===== src/rtl/rr_burst_scheduler_pkg.sv =====
// Shared arbitration types and bit-vector helpers for the round-robin schedulers.
// Helpers work on a fixed maximum width; callers zero-extend and truncate.
package arb_pkg;

    typedef enum logic {IDLE, GRANT} arb_state_e;

    localparam int ARB_MAX_W = 32;
    typedef logic [ARB_MAX_W-1:0] arb_vec_t;

    // Isolate the lowest set bit (two's-complement trick).
    function automatic arb_vec_t ff1(input arb_vec_t v);
        return v & (~v + arb_vec_t'(1));
    endfunction

    // Thermometer with bits 0..p set.
    function automatic arb_vec_t thermo_upto(input int p);
        arb_vec_t ones;
        ones = '1;
        return ~(ones << (p + 1));
    endfunction

    // Bits strictly above position p.
    function automatic arb_vec_t mask_above(input int p);
        return ~thermo_upto(p);
    endfunction

    function automatic int onehot_to_idx(input arb_vec_t oh);
        int idx;
        idx = 0;
        for (int i = 0; i < ARB_MAX_W; i++) begin
            if (oh[i]) idx = idx | i;
        end
        return idx;
    endfunction

endpackage


===== src/rtl/rr_burst_scheduler_if.sv =====
// Requester/resource handshake bundle between the clients and the burst scheduler.
interface rr_burst_scheduler_if #(
    parameter int REQ_WIDTH = 4,
    parameter int LEN_WIDTH = 4
);
    localparam int IDX_W = $clog2(REQ_WIDTH);

    logic [REQ_WIDTH-1:0]           req;
    logic [REQ_WIDTH*LEN_WIDTH-1:0] req_len;
    logic                           beat_done;
    logic [REQ_WIDTH-1:0]           gnt;
    logic [IDX_W-1:0]               gnt_id;
    logic                           busy;
    logic                           last;

    modport master (
        output req, req_len, beat_done,
        input  gnt, gnt_id, busy, last
    );

    modport slave (
        input  req, req_len, beat_done,
        output gnt, gnt_id, busy, last
    );
endinterface


===== src/rtl/rr_burst_scheduler_pick.sv =====
// Combinational round-robin pick: first request strictly above ptr, else the
// lowest request overall.
module rr_pick
    import arb_pkg::*;
#(
    parameter  int REQ_WIDTH = 4,
    localparam int IDX_W     = $clog2(REQ_WIDTH)
) (
    input  logic [REQ_WIDTH-1:0] req,
    input  logic [IDX_W-1:0]     ptr,
    output logic [REQ_WIDTH-1:0] onehot,
    output logic [IDX_W-1:0]     idx,
    output logic                 any
);
    arb_vec_t req_w;
    arb_vec_t masked_w;
    arb_vec_t pick_w;

    always_comb begin
        req_w    = arb_vec_t'(req);
        masked_w = req_w & mask_above(int'(ptr));
        pick_w   = (masked_w != '0) ? ff1(masked_w) : ff1(req_w);
        onehot   = REQ_WIDTH'(pick_w);
        idx      = IDX_W'(onehot_to_idx(pick_w));
        any      = (pick_w != '0);
    end
endmodule


===== src/rtl/rr_burst_scheduler.sv =====
// Round-robin scheduler that holds each grant for a whole burst of req_len+1
// beats; rotation happens only at burst end or when the owner drops its request.
module rr_burst_scheduler
    import arb_pkg::*;
#(
    parameter int REQ_WIDTH = 4,
    parameter int LEN_WIDTH = 4
) (
    input logic                 clk,
    input logic                 reset_n,
    rr_burst_scheduler_if.slave bus
);
    localparam int IDX_W = $clog2(REQ_WIDTH);

    arb_state_e           state_q;
    logic [REQ_WIDTH-1:0] gnt_q;
    logic [IDX_W-1:0]     gnt_id_q;
    logic [IDX_W-1:0]     ptr_q;
    logic [LEN_WIDTH-1:0] count_q;
    logic                 last_q;

    logic [LEN_WIDTH-1:0] len_arr [REQ_WIDTH];
    logic [REQ_WIDTH-1:0] pick_req;
    logic [REQ_WIDTH-1:0] pick_oh;
    logic [IDX_W-1:0]     pick_ptr;
    logic [IDX_W-1:0]     pick_idx;
    logic                 pick_any;
    logic                 owner_req;
    logic [LEN_WIDTH-1:0] win_len;

    genvar gi;
    generate
        for (gi = 0; gi < REQ_WIDTH; gi++) begin : g_len
            assign len_arr[gi] = bus.req_len[gi*LEN_WIDTH +: LEN_WIDTH];
        end
    endgenerate

    // While a burst runs, the picker already sees the finisher masked and the
    // pointer at the finisher, so the follow-on grant is ready on the last beat.
    always_comb begin
        pick_req = bus.req;
        pick_ptr = ptr_q;
        if (state_q == GRANT) begin
            pick_req[gnt_id_q] = 1'b0;
            pick_ptr           = gnt_id_q;
        end
    end

    rr_pick #(.REQ_WIDTH(REQ_WIDTH)) u_pick (
        .req    (pick_req),
        .ptr    (pick_ptr),
        .onehot (pick_oh),
        .idx    (pick_idx),
        .any    (pick_any)
    );

    assign owner_req = bus.req[gnt_id_q];
    assign win_len   = len_arr[pick_idx];

    always_ff @(posedge clk or negedge reset_n) begin
        if (!reset_n) begin
            state_q  <= IDLE;
            gnt_q    <= '0;
            gnt_id_q <= '0;
            ptr_q    <= IDX_W'(REQ_WIDTH - 1);
            count_q  <= '0;
            last_q   <= 1'b0;
        end else begin
            case (state_q)
                IDLE: begin
                    if (pick_any) begin
                        state_q  <= GRANT;
                        gnt_q    <= pick_oh;
                        gnt_id_q <= pick_idx;
                        count_q  <= win_len;
                        last_q   <= (win_len == '0);
                    end
                end
                GRANT: begin
                    // A dropped request wins over any beat in the same cycle.
                    if (!owner_req) begin
                        state_q <= IDLE;
                        gnt_q   <= '0;
                        ptr_q   <= gnt_id_q;
                        count_q <= '0;
                        last_q  <= 1'b0;
                    end else if (bus.beat_done) begin
                        if (count_q == '0) begin
                            ptr_q <= gnt_id_q;
                            if (pick_any) begin
                                gnt_q    <= pick_oh;
                                gnt_id_q <= pick_idx;
                                count_q  <= win_len;
                                last_q   <= (win_len == '0);
                            end else begin
                                state_q <= IDLE;
                                gnt_q   <= '0;
                                last_q  <= 1'b0;
                            end
                        end else begin
                            count_q <= count_q - LEN_WIDTH'(1);
                            last_q  <= (count_q == LEN_WIDTH'(1));
                        end
                    end
                end
                default: state_q <= IDLE;
            endcase
        end
    end

    assign bus.gnt    = gnt_q;
    assign bus.gnt_id = gnt_id_q;
    assign bus.busy   = |gnt_q;
    assign bus.last   = last_q;
endmodule


===== src/flat_wrapper.sv =====
// flat-port wrapper written by rule: the top's interface ports become plain ports
module rr_burst_scheduler_flat import arb_pkg::*;
#(
    parameter int REQ_WIDTH = 4,
    parameter int LEN_WIDTH = 4
)
  (clk, reset_n, bus_req, bus_req_len, bus_beat_done, bus_gnt, bus_gnt_id, bus_busy, bus_last);
  rr_burst_scheduler_if #(.REQ_WIDTH(REQ_WIDTH), .LEN_WIDTH(LEN_WIDTH)) bus_i ();
  input logic clk;
  input logic reset_n;
  input wire logic [$bits(bus_i.req)-1:0] bus_req;
  input wire logic [$bits(bus_i.req_len)-1:0] bus_req_len;
  input wire logic [$bits(bus_i.beat_done)-1:0] bus_beat_done;
  output wire logic [$bits(bus_i.gnt)-1:0] bus_gnt;
  output wire logic [$bits(bus_i.gnt_id)-1:0] bus_gnt_id;
  output wire logic [$bits(bus_i.busy)-1:0] bus_busy;
  output wire logic [$bits(bus_i.last)-1:0] bus_last;
  assign bus_i.req = bus_req;
  assign bus_i.req_len = bus_req_len;
  assign bus_i.beat_done = bus_beat_done;
  assign bus_gnt = bus_i.gnt;
  assign bus_gnt_id = bus_i.gnt_id;
  assign bus_busy = bus_i.busy;
  assign bus_last = bus_i.last;
  rr_burst_scheduler #(.REQ_WIDTH(REQ_WIDTH), .LEN_WIDTH(LEN_WIDTH)) u_core (.clk(clk), .reset_n(reset_n), .bus(bus_i));
endmodule

===== config.mk =====
export PLATFORM = sky130hd
export DESIGN_NAME = rr_burst_scheduler_flat
export DESIGN_NICKNAME = d
export VERILOG_FILES = /design/src/rtl/rr_burst_scheduler_pkg.sv /design/src/rtl/rr_burst_scheduler_if.sv /design/src/rtl/rr_burst_scheduler_pick.sv /design/src/rtl/rr_burst_scheduler.sv /design/src/flat_wrapper.sv
export SDC_FILE = /design/constraint.sdc
export NUM_CORES = 1
export LEC_CHECK = 0
export CAP_MARGIN = 20
export CORE_MARGIN = 3
export CORE_UTILIZATION = 45
export DETAILED_ROUTE_END_ITERATION = 10
export PLACE_DENSITY_LB_ADDON = 0.1
export SKIP_CTS_REPAIR_TIMING = 1
export SYNTH_ARGS = -nofsm -noshare
export SYNTH_HDL_FRONTEND = slang
export SYNTH_SLANG_ARGS = --single-unit

===== constraint.sdc =====
create_clock -name clk -period 4.6 [get_ports clk]
set_input_delay 0.69 -clock clk [delete_from_list [all_inputs] [get_ports clk]]
set_output_delay 0.69 -clock clk [all_outputs]
set_load 0.005 [all_outputs]

; ---- Word level (Yosys, flattened, before mapping)
; Cells that the tools add are included.
[totals]
inputBits = 23
out_inout_bits = 8
reg_bits = 14
[classes]
n_reduce_logical = 10
n_eq_ne = 7
add_sub_neg = 4
n_mux = 131
shift = 1
bitwise_logic = 11
magnitude_cmp = 3
[op_table]
columns = operator, count
row1 = two-way mux 4 bit, 42
row2 = NOT 32 bit, 3
row3 = adder 32 x 1 -> 32 bit (second input constant), 2
row4 = AND 4 x 32 -> 32 bit, 2
row5 = nonzero test 32 bit, 2
row6 = two-way mux 5 bit, 12
row7 = two-way mux 2 bit, 29
row8 = two-way mux 1 bit, 35
row9 = AND 32 bit, 1
row10 = two-way mux 32 bit, 1
row11 = NOT 4 -> 32 bit, 1
row12 = << shifter 32 x 32 -> 32 bit (first input constant), 1
row13 = one-hot mux 4 bit (2 select lines), 2
row14 = two-way mux 3 bit, 4
row15 = AND reduction 3 bit, 3
row16 = binary-select mux 4 bit (select 2 bit), 1
row17 = logical NOT 4 bit, 2
row18 = inequality test 2 bit (second input constant), 3
row19 = inequality test 3 bit (second input constant), 2
row20 = AND 4 bit, 1
row21 = equality test 4 x 1 -> 1 bit (second input constant), 1
row22 = NOT 4 bit, 1
row23 = one-hot mux 1 bit (2 select lines), 2
row24 = one-hot mux 2 bit (2 select lines), 1
row25 = 13 further kinds, 13

; ---- Depth between registers and ports, before layout
[logic_depth]
word_depth = 62
depth_mapped = 10
depth_no_buf = 8

; ---- Hierarchy
; Synthesis repeated with hierarchy kept, for this count alone.
[unflattened]
cells_unflattened = 129
hier_area_um2 = 1186.1
[modules_own_cells]
columns = module, cells_per_inst, instances, area_each_um2
row1 = rr_burst_scheduler, 99, 1, 994.7
row2 = rr_pick, 30, 1, 191.4

; ---- Worst setup path after synthesis
; No wires, ideal clock.
[synth_path]
path_kind = in2reg
startpoint = input port bus_req[1]
endpoint = register u_core.last_q, in the netlist u_core.bus.last
cell_stages = 7
path_slack_ns = 1.962
arrival_ns = 2.546
required_ns = 4.508
cell_sequence = mux2_4 > o22a_4 > a311oi_4 > and4b_1 > nor4b_1 > or4_4 > o31ai_2
[synth_between]
elab_chain_cells = 57
elab_cells_between_ends = 69
[synth_lines]
columns = item, line_no
row1 = from (decl), flat_wrapper.sv:11  ; input wire logic [$bits(bus_i.req)-1:0] bus_req;
row2 = AND 4 bit (no line), -
row3 = two-way mux 4 bit, rr_burst_scheduler.sv:43  ; if (state_q == GRANT) begin
row4 = AND 4 x 32 -> 32 bit, rr_burst_scheduler_pick.sv:21  ; masked_w = req_w & mask_above(int'(ptr));
row5 = NOT 32 bit, rr_burst_scheduler_pkg.sv:12  ; return v & (~v + arb_vec_t'(1));
row6 = adder 32 x 1 -> 32 bit, rr_burst_scheduler_pkg.sv:12
row7 = AND 32 bit, rr_burst_scheduler_pkg.sv:12
row8 = two-way mux 32 bit, rr_burst_scheduler_pick.sv:22  ; pick_w = (masked_w != '0) ? ff1(masked_w) : ff1(req_w);
row9 = two-way mux 1 bit, rr_burst_scheduler_pkg.sv:31  ; if (oh[i]) idx = idx | i;
row10 = [... 41 more ...], -
row11 = two-way mux 1 bit, rr_burst_scheduler.sv:81  ; if (!owner_req) begin
row12 = two-way mux 1 bit, rr_burst_scheduler.sv:69  ; case (state_q)
row13 = two-way mux 1 bit, rr_burst_scheduler.sv:87  ; end else if (bus.beat_done) begin
row14 = two-way mux 1 bit, rr_burst_scheduler.sv:81
row15 = two-way mux 1 bit, rr_burst_scheduler.sv:69
row16 = two-way mux 1 bit, rr_burst_scheduler.sv:81
row17 = two-way mux 1 bit, rr_burst_scheduler.sv:69
row18 = one-hot mux 1 bit (2 select lines), rr_burst_scheduler.sv:69
row19 = to (signal assigned), rr_burst_scheduler.sv:76  ; last_q <= (win_len == '0);
row20 = to (signal assigned), rr_burst_scheduler.sv:94  ; last_q <= (win_len == '0);
row21 = to (signal assigned), rr_burst_scheduler.sv:102  ; last_q <= (count_q == LEN_WIDTH'(1));
row22 = to (decl), rr_burst_scheduler.sv:20  ; logic last_q;
; Parallel ways exist; a longest one is shown, timed or not. The select of a mux whose other input is x is not followed.
; A chain may end at the register's enable or synchronous reset.

; ---- Worst setup path in the final report
; Ends and elaborated chain as after synthesis.

==> summary.md <==
| Metric | Value |
|---|---|
| Most frequent cell after synthesis | `nand2_1` |
| Power density cells | `683 nW/um^2` |
| Global-route usage over all layers | `19.4%` |
| Slew @ Worst Pin | `599 ps` |
| Async SR Flop Fraction | `100%` |
| Post-Place Cells | `around 210` |
| Flops & latches, synth | `14` |
| Post-Synthesis Cells | `between 150 and 200` |
| Maxcap violations | `0` |
| Die height | `between 60 and 70 um` |
| Worst reg2reg startpoint | `u_core.state_q` |
| Grt ovf | `0` |
| Mapped Nets | `~190` |
| Final Hold Viols | `0` |
| Synth Area per Inst | `around 8.3 sq um` |
| Proportion of netlist area held by the largest area contributor | `between 20 and 25%` |
| IO buf count | `30` |
| Die X | `approximately 61 um` |
| FP Rows | `19` |
| Max Fclk | `slightly above 300 MHz` |
| Yosys cell types | `53` |
| Worst setup EP type | `flip-flop` |
| Antenna cells | `0` |
| Pre-CTS WS | `slightly above 1000 ps` |
| Avg WL per Cell | `between 15 and 20 um` |
| Fin nets | `214` |
| Vias in the first global route | `between 1,000 and 1,500` |
| Switching share of power | `about half` |
| FF-to-FF setup slack | `1460 ps` |
| Starting Density | `between 40 and 50%` |
| CTS tree | `done` |
| Slew headroom | `roughly three fifths` |
| Clk_skew | `approximately 4 ps` |
| CTS clock-pin slew for the worst setup and hold paths | `around 90 ps` |
| Gate power share | `67.2%` |
| FF-to-FF path depth | `7` |
| Ys Warns | `0` |
| HPWL after DPL | `roughly 2600 um` |
| Hold path cells | `2` |
| Share of cells above drive strength 1 | `between 10% and 20%` |
| Critical Path AT | `about 3500 ps` |
| Maximum root-to-sink buffer count | `2` |
| RD Place Congestion | `0.889` |
| First-pass GRT wire length | `between 5000 and 6000 um` |
| Tmin final | `about 3300 ps` |
| Cts bufs inserted | `3` |
| Pint | `585 uW` |
| Full die area | `3670 sq um` |
| Final hold slack | `510 ps` |
| Initial DRC Count | `86` |
| Drt pass-1 iters | `4` |
| Worst hold endpoint | `u_core.bus.gnt[0]` |
| Final-report max-slew violation count | `0` |
| Clock Latency Late Sink | `280 ps` |
| Worst hold path type | `reg2reg` |
| Hold path startpoint | `u_core.bus.gnt[0]` |
| Clk pwr share | `between 7 and 8%` |
| Antenna Nets Post-Route | `0` |
| Net Sw Power | `approximately 550 uW` |
| WP data required | `4800 ps` |
| Final worst-path cycle share | `roughly 70%` |
| Post-synth EDFFs | `0` |
| Sequential share of power | `between 20% and 30%` |
| RSZ-0062 raised after global routing | `no` |
| Seq/Total Area, Yosys | `between 20% and 30%` |
| Synth top area cells | `dfrtp_1, a21oi_1, nand2_1, o22ai_1, dfstp_2` |
| Core area | `~2800 sq um` |
| Ys flop type | `dfrtp_1` |
| Max VDD drop | `0.263 mV` |
| Setup TNS | `0 ps` |
| Post-route DRC | `0` |
| CTS Root Cell | `clkbuf_4` |
| Synth area leader | `dfrtp_1` |
| Via count | `1,370` |
| P&R area growth vs syn | `24.4%` |
| Run status | `completed` |
| Pleak | `around 0.00065 uW` |
| Critical path type | `in2reg` |
| Final worst setup slack | `roughly 1300 ps` |
| Fin cells | `218` |
| CTS sink cnt | `14` |
| Largest net degree at the start of global routing | `20` |
| Htree depth | `1` |
| Post-synth top cells | `nand2_1, a21oi_1, dfrtp_1` |
| I/O pin count | `31` |
| Via/cell ratio | `~6.3` |
| Crit start category | `input pin` |
| Mapped Area | `about 1300 sq um` |
| Setup crit start | `bus_req[1]` |
| Routed Wire Length | `3330 um` |
| Worst R2R End | `u_core.bus.last` |
| Crit-path max FO | `11` |
| Initial antenna violation count | `0` |
| Final setup fails | `0` |
## power groups by stage
| stage | Combinational [uW] | Sequential, uW | Clock [uW] |
|---|---|---|---|
| 2_1_floorplan | 622 | 228 | 0 |
| 3_3_place_gp | 745 | 283 | 0 |
| 3_5_place_dp | 756 | 285 | 0 |
| 4_1_cts | 760 | 283 | 90.6 |
| 5_1_grt | 858 | 299 | 97.4 |
| 6_report | 765 | 284 | 88.8 |
## metrics by stage
step	power, uW	cell area (sq um)	utilization, %
2_1_floorplan	850	1340	-
3_3_place_gp	1030	1630	58.1
4_1_cts	1130	1670	59.4
3_5_place_dp	1040	1630	58.1
6_report	1140	1670	59.4
5_1_grt	1250	1670	59.4
## final cells by class
class                      instances  area (sq um)
clock buffer                       4          36.3
inverter                          11          41.3
multi-input combinational        128           897
sequential                        14           353
timing repair buffer              30           300
fill                             265          1140
tap                               31          38.8
## cell usage in the layout (no fill, tap or decap), drive strengths merged, types with 3 or more instances in the layout
cell type,count
a211oi,3
o21ai,10
inv,11
a31oi,4
o31ai,4
nand3,5
o22ai,9
nand2b,5
nand2,15
ha,3
a21oi,12
nor2,8
nor3,7
clkbuf,4
mux2,6
clkdlybuf4s50,30
dfrtp,12
## flip-flops by register name, summed over array words and instances, names as in the netlist
| signal | cells |
|---|---|
| u_core.bus.gnt | 4 |
| u_core.ptr_q | 2 |
| u_core.count_q | 4 |
| u_core.bus.last | 1 |
| u_core.bus.gnt_id | 2 |
| u_core.state_q | 1 |
## worst max-delay path by stage
stage / cells past startpoint / endpoint
after floorplan: 7 / u_core.bus.last
after CTS: 8 / u_core.bus.last
after global placement: 8 / u_core.bus.last
after global routing: 8 / u_core.bus.last
final: 8 / u_core.bus.last
after detailed placement: 8 / u_core.bus.last
## logic make-up (layout without fill, tap and decap cells)
kind of cell	after synthesis	in the layout	synth area share, %
buffers and inverters	19	45	6.72
multiplexers	9	9	8.50
adder cells (fa/ha/maj)	3	3	2.80
flip-flops	14	14	26.3
AND/OR/NAND/NOR	54	54	21.5
XOR/XNOR	1	1	0.654
AO/OA/AOI/OAI	61	61	33.5
## metal layers
layer / up-vias / wire length (um) / GRT usage, %
met5: - / 0 / 0
met4: 0 / 41 / 6.19
met3: 5 / 206 / 1.06
met2: 53 / 1490 / 29.5
met1: 636 / 1590 / 29.5
li1: 676 / - / -
## critical path, stage by stage
cell             delay, ps
clkdlybuf4s50_1        530
mux2_4                 340
o22a_4                 220
a31oi_1                400
nand2b_1               430
inv_1                  170
or4_4                  560
o31ai_2                170
No activity file was read; power rests on OpenSTA's default activity.
==> variant: new RTL, same settings <==
`LEN_WIDTH` is set to 4 in 3 places; all go to 2.
--- a/src/rtl/rr_burst_scheduler_if.sv
+++ b/src/rtl/rr_burst_scheduler_if.sv
@@ -1,7 +1,7 @@
 // Requester/resource handshake bundle between the clients and the burst scheduler.
 interface rr_burst_scheduler_if #(
     parameter int REQ_WIDTH = 4,
-    parameter int LEN_WIDTH = 4
+    parameter int LEN_WIDTH = 2
 );
     localparam int IDX_W = $clog2(REQ_WIDTH);
 
--- a/src/rtl/rr_burst_scheduler.sv
+++ b/src/rtl/rr_burst_scheduler.sv
@@ -4,7 +4,7 @@
     import arb_pkg::*;
 #(
     parameter int REQ_WIDTH = 4,
-    parameter int LEN_WIDTH = 4
+    parameter int LEN_WIDTH = 2
 ) (
     input logic                 clk,
     input logic                 reset_n,
--- a/src/flat_wrapper.sv
+++ b/src/flat_wrapper.sv
@@ -2,7 +2,7 @@
 module rr_burst_scheduler_flat import arb_pkg::*;
 #(
     parameter int REQ_WIDTH = 4,
-    parameter int LEN_WIDTH = 4
+    parameter int LEN_WIDTH = 2
 )
   (clk, reset_n, bus_req, bus_req_len, bus_beat_done, bus_gnt, bus_gnt_id, bus_busy, bus_last);
   rr_burst_scheduler_if #(.REQ_WIDTH(REQ_WIDTH), .LEN_WIDTH(LEN_WIDTH)) bus_i ();
Interface: changed (resized bus_req_len); port bits go from 31 to 23. The function was not compared with the original's and may differ.
==> variant against the unedited design <==
Worst hold slack gained 62 ps; non-clock buffer count is 8 lower; global-route usage up 1.7 points; sequential cell count down 2; maximum frequency rose by 26%; setup slack better by 670 ps; power down 26%; wire length is 15% lower; synthesized area shrank 21%; clock power fell by 3.9%; cell area is 21% lower; via count is 19% lower; critical path type unchanged; highest routed layer unchanged.
==> variant: results <==
[route]
avgViaCountPerCell = 6.42
drt_pass1_iterations = 4
via_count = 1105
drt_iter0_markers = 41
post_drt_wl_per_cell_um = 16.4

[placed_design]
numPortBuffers = 22
dp_slack_ps = 1700
hpwl_mm = 2.05
routabilityCongestion = 0.883

[synth]
syn-num-nets = 139
ys_types = 50
netlist_top_cells_area = "dfrtp_1 (24%), dfstp_2 (5.0%), o21ai_0 (4.7%)"
ys_seq_area_share_pct = 28.6
ys_warn_count = 0
synth_top_cells_by_count = "nor2_1 (11), dfrtp_1 (10), nand2_1 (10), o21ai_0 (10), nand2b_1 (7)"

[pwr]
irDropWorstVdd_mv = 0.452
p_leak_nw = 0.524

[grt]
grt_pass1_vias = 1039
grt_start_max_net_pins = 22
antenna_found_initial = 0
grt_pass1_wl_mm = 4.55
grtUsageTotal_pct = 21.2

[layout]
largest_reg_flops = 4
nNetsFinal = 161
fillers = 182
diodes = 0
drive_gt1_share_pct = 13.1

[timing]
fin_crit_sh_pct = 57.3
fin_skew_ps = 5.01
worst_slew_pin_slew_ps = 625

[critical_path]
cpPeakStageDelay_ps = 610
crit_family = "compound AO/OA/AOI/OAI gates"
cpMaxStageDelayCell = "clkdlybuf4s50_1"
crit_path_max_fanout = 7
worstPathArrival_ps = 2810
regToRegSetupSlack_ps = 2180

[clock_tree]
numCtsBuffers = 3
cts.clk_slew.worst_paths_ps = 80
root_buffer = "clkbuf_4"

[outcome]
status = "complete, no violations"
[variant: cell count changes in the layout (fill, tap and decap cells not counted), sizes merged, moves of 3 or more]
cell,unedited run,this run
clkdlybuf4s50,30,22
o22ai,9,2
nor3,7,1
nand2,15,10
inv,11,6
nor2,8,11
a21oi,12,7
ha,3,0
a32oi,0,4
[variant: metrics by stage]
step	cells	hold WS [ps]	area [µm²]
after floorplan	124	394	1060
after global placement	168	530	1270
after detailed placement	168	541	1270
after CTS	172	560	1310
after global routing	172	613	1310
final	172	572	1310
[variant: area by class of cell]
type	instances	area (µm²)	area share, %
multi-input combinational	101	693	53.0
tap	27	33.8	2.58
clock buffer	4	36.3	2.77
timing repair buffer	22	220	16.8
inverter	6	22.5	1.72
sequential	12	303	23.1
[variant: per-layer routing]
layer	GRT usage [%]	up-vias	part of all wire [%]
li1	-	514	-
met1	27.3	528	44
met2	34.3	55	46
met3	5.45	8	7.8
met4	7.05	0	1.6
met5	0	-	0
[variant: path summary, 6_finish.rpt]
kind,start,to,cells past startpoint
max,bus_req[2],u_core.count_q[1],7
min,u_core.count_q[1],u_core.count_q[1],1
max reg2reg,u_core.state_q,u_core.count_q[1],6
min reg2reg,u_core.count_q[1],u_core.count_q[1],1
max in group asynchronous,reset_n,u_core.ptr_q[0],1
min in group asynchronous,reset_n,u_core.bus.gnt_id[0],1
[variant: cells by family after synthesis]
group / count (synthesis) / share of synthesized area [%]
and+or+nand+nor: 46 / 22.9
DFF: 12 / 28.6
buffers and inverters: 11 / 6.02
AOI/OAI and AO/OA: 49 / 34.8
muxes: 6 / 7.67
[variant: report_power, final]
part	switching, mW	internal, mW	total (mW)
logic	0.273	0.253	0.526
registers	0.0788	0.157	0.236
clock network	0.0372	0.0482	0.0853
total	0.389	0.458	0.847
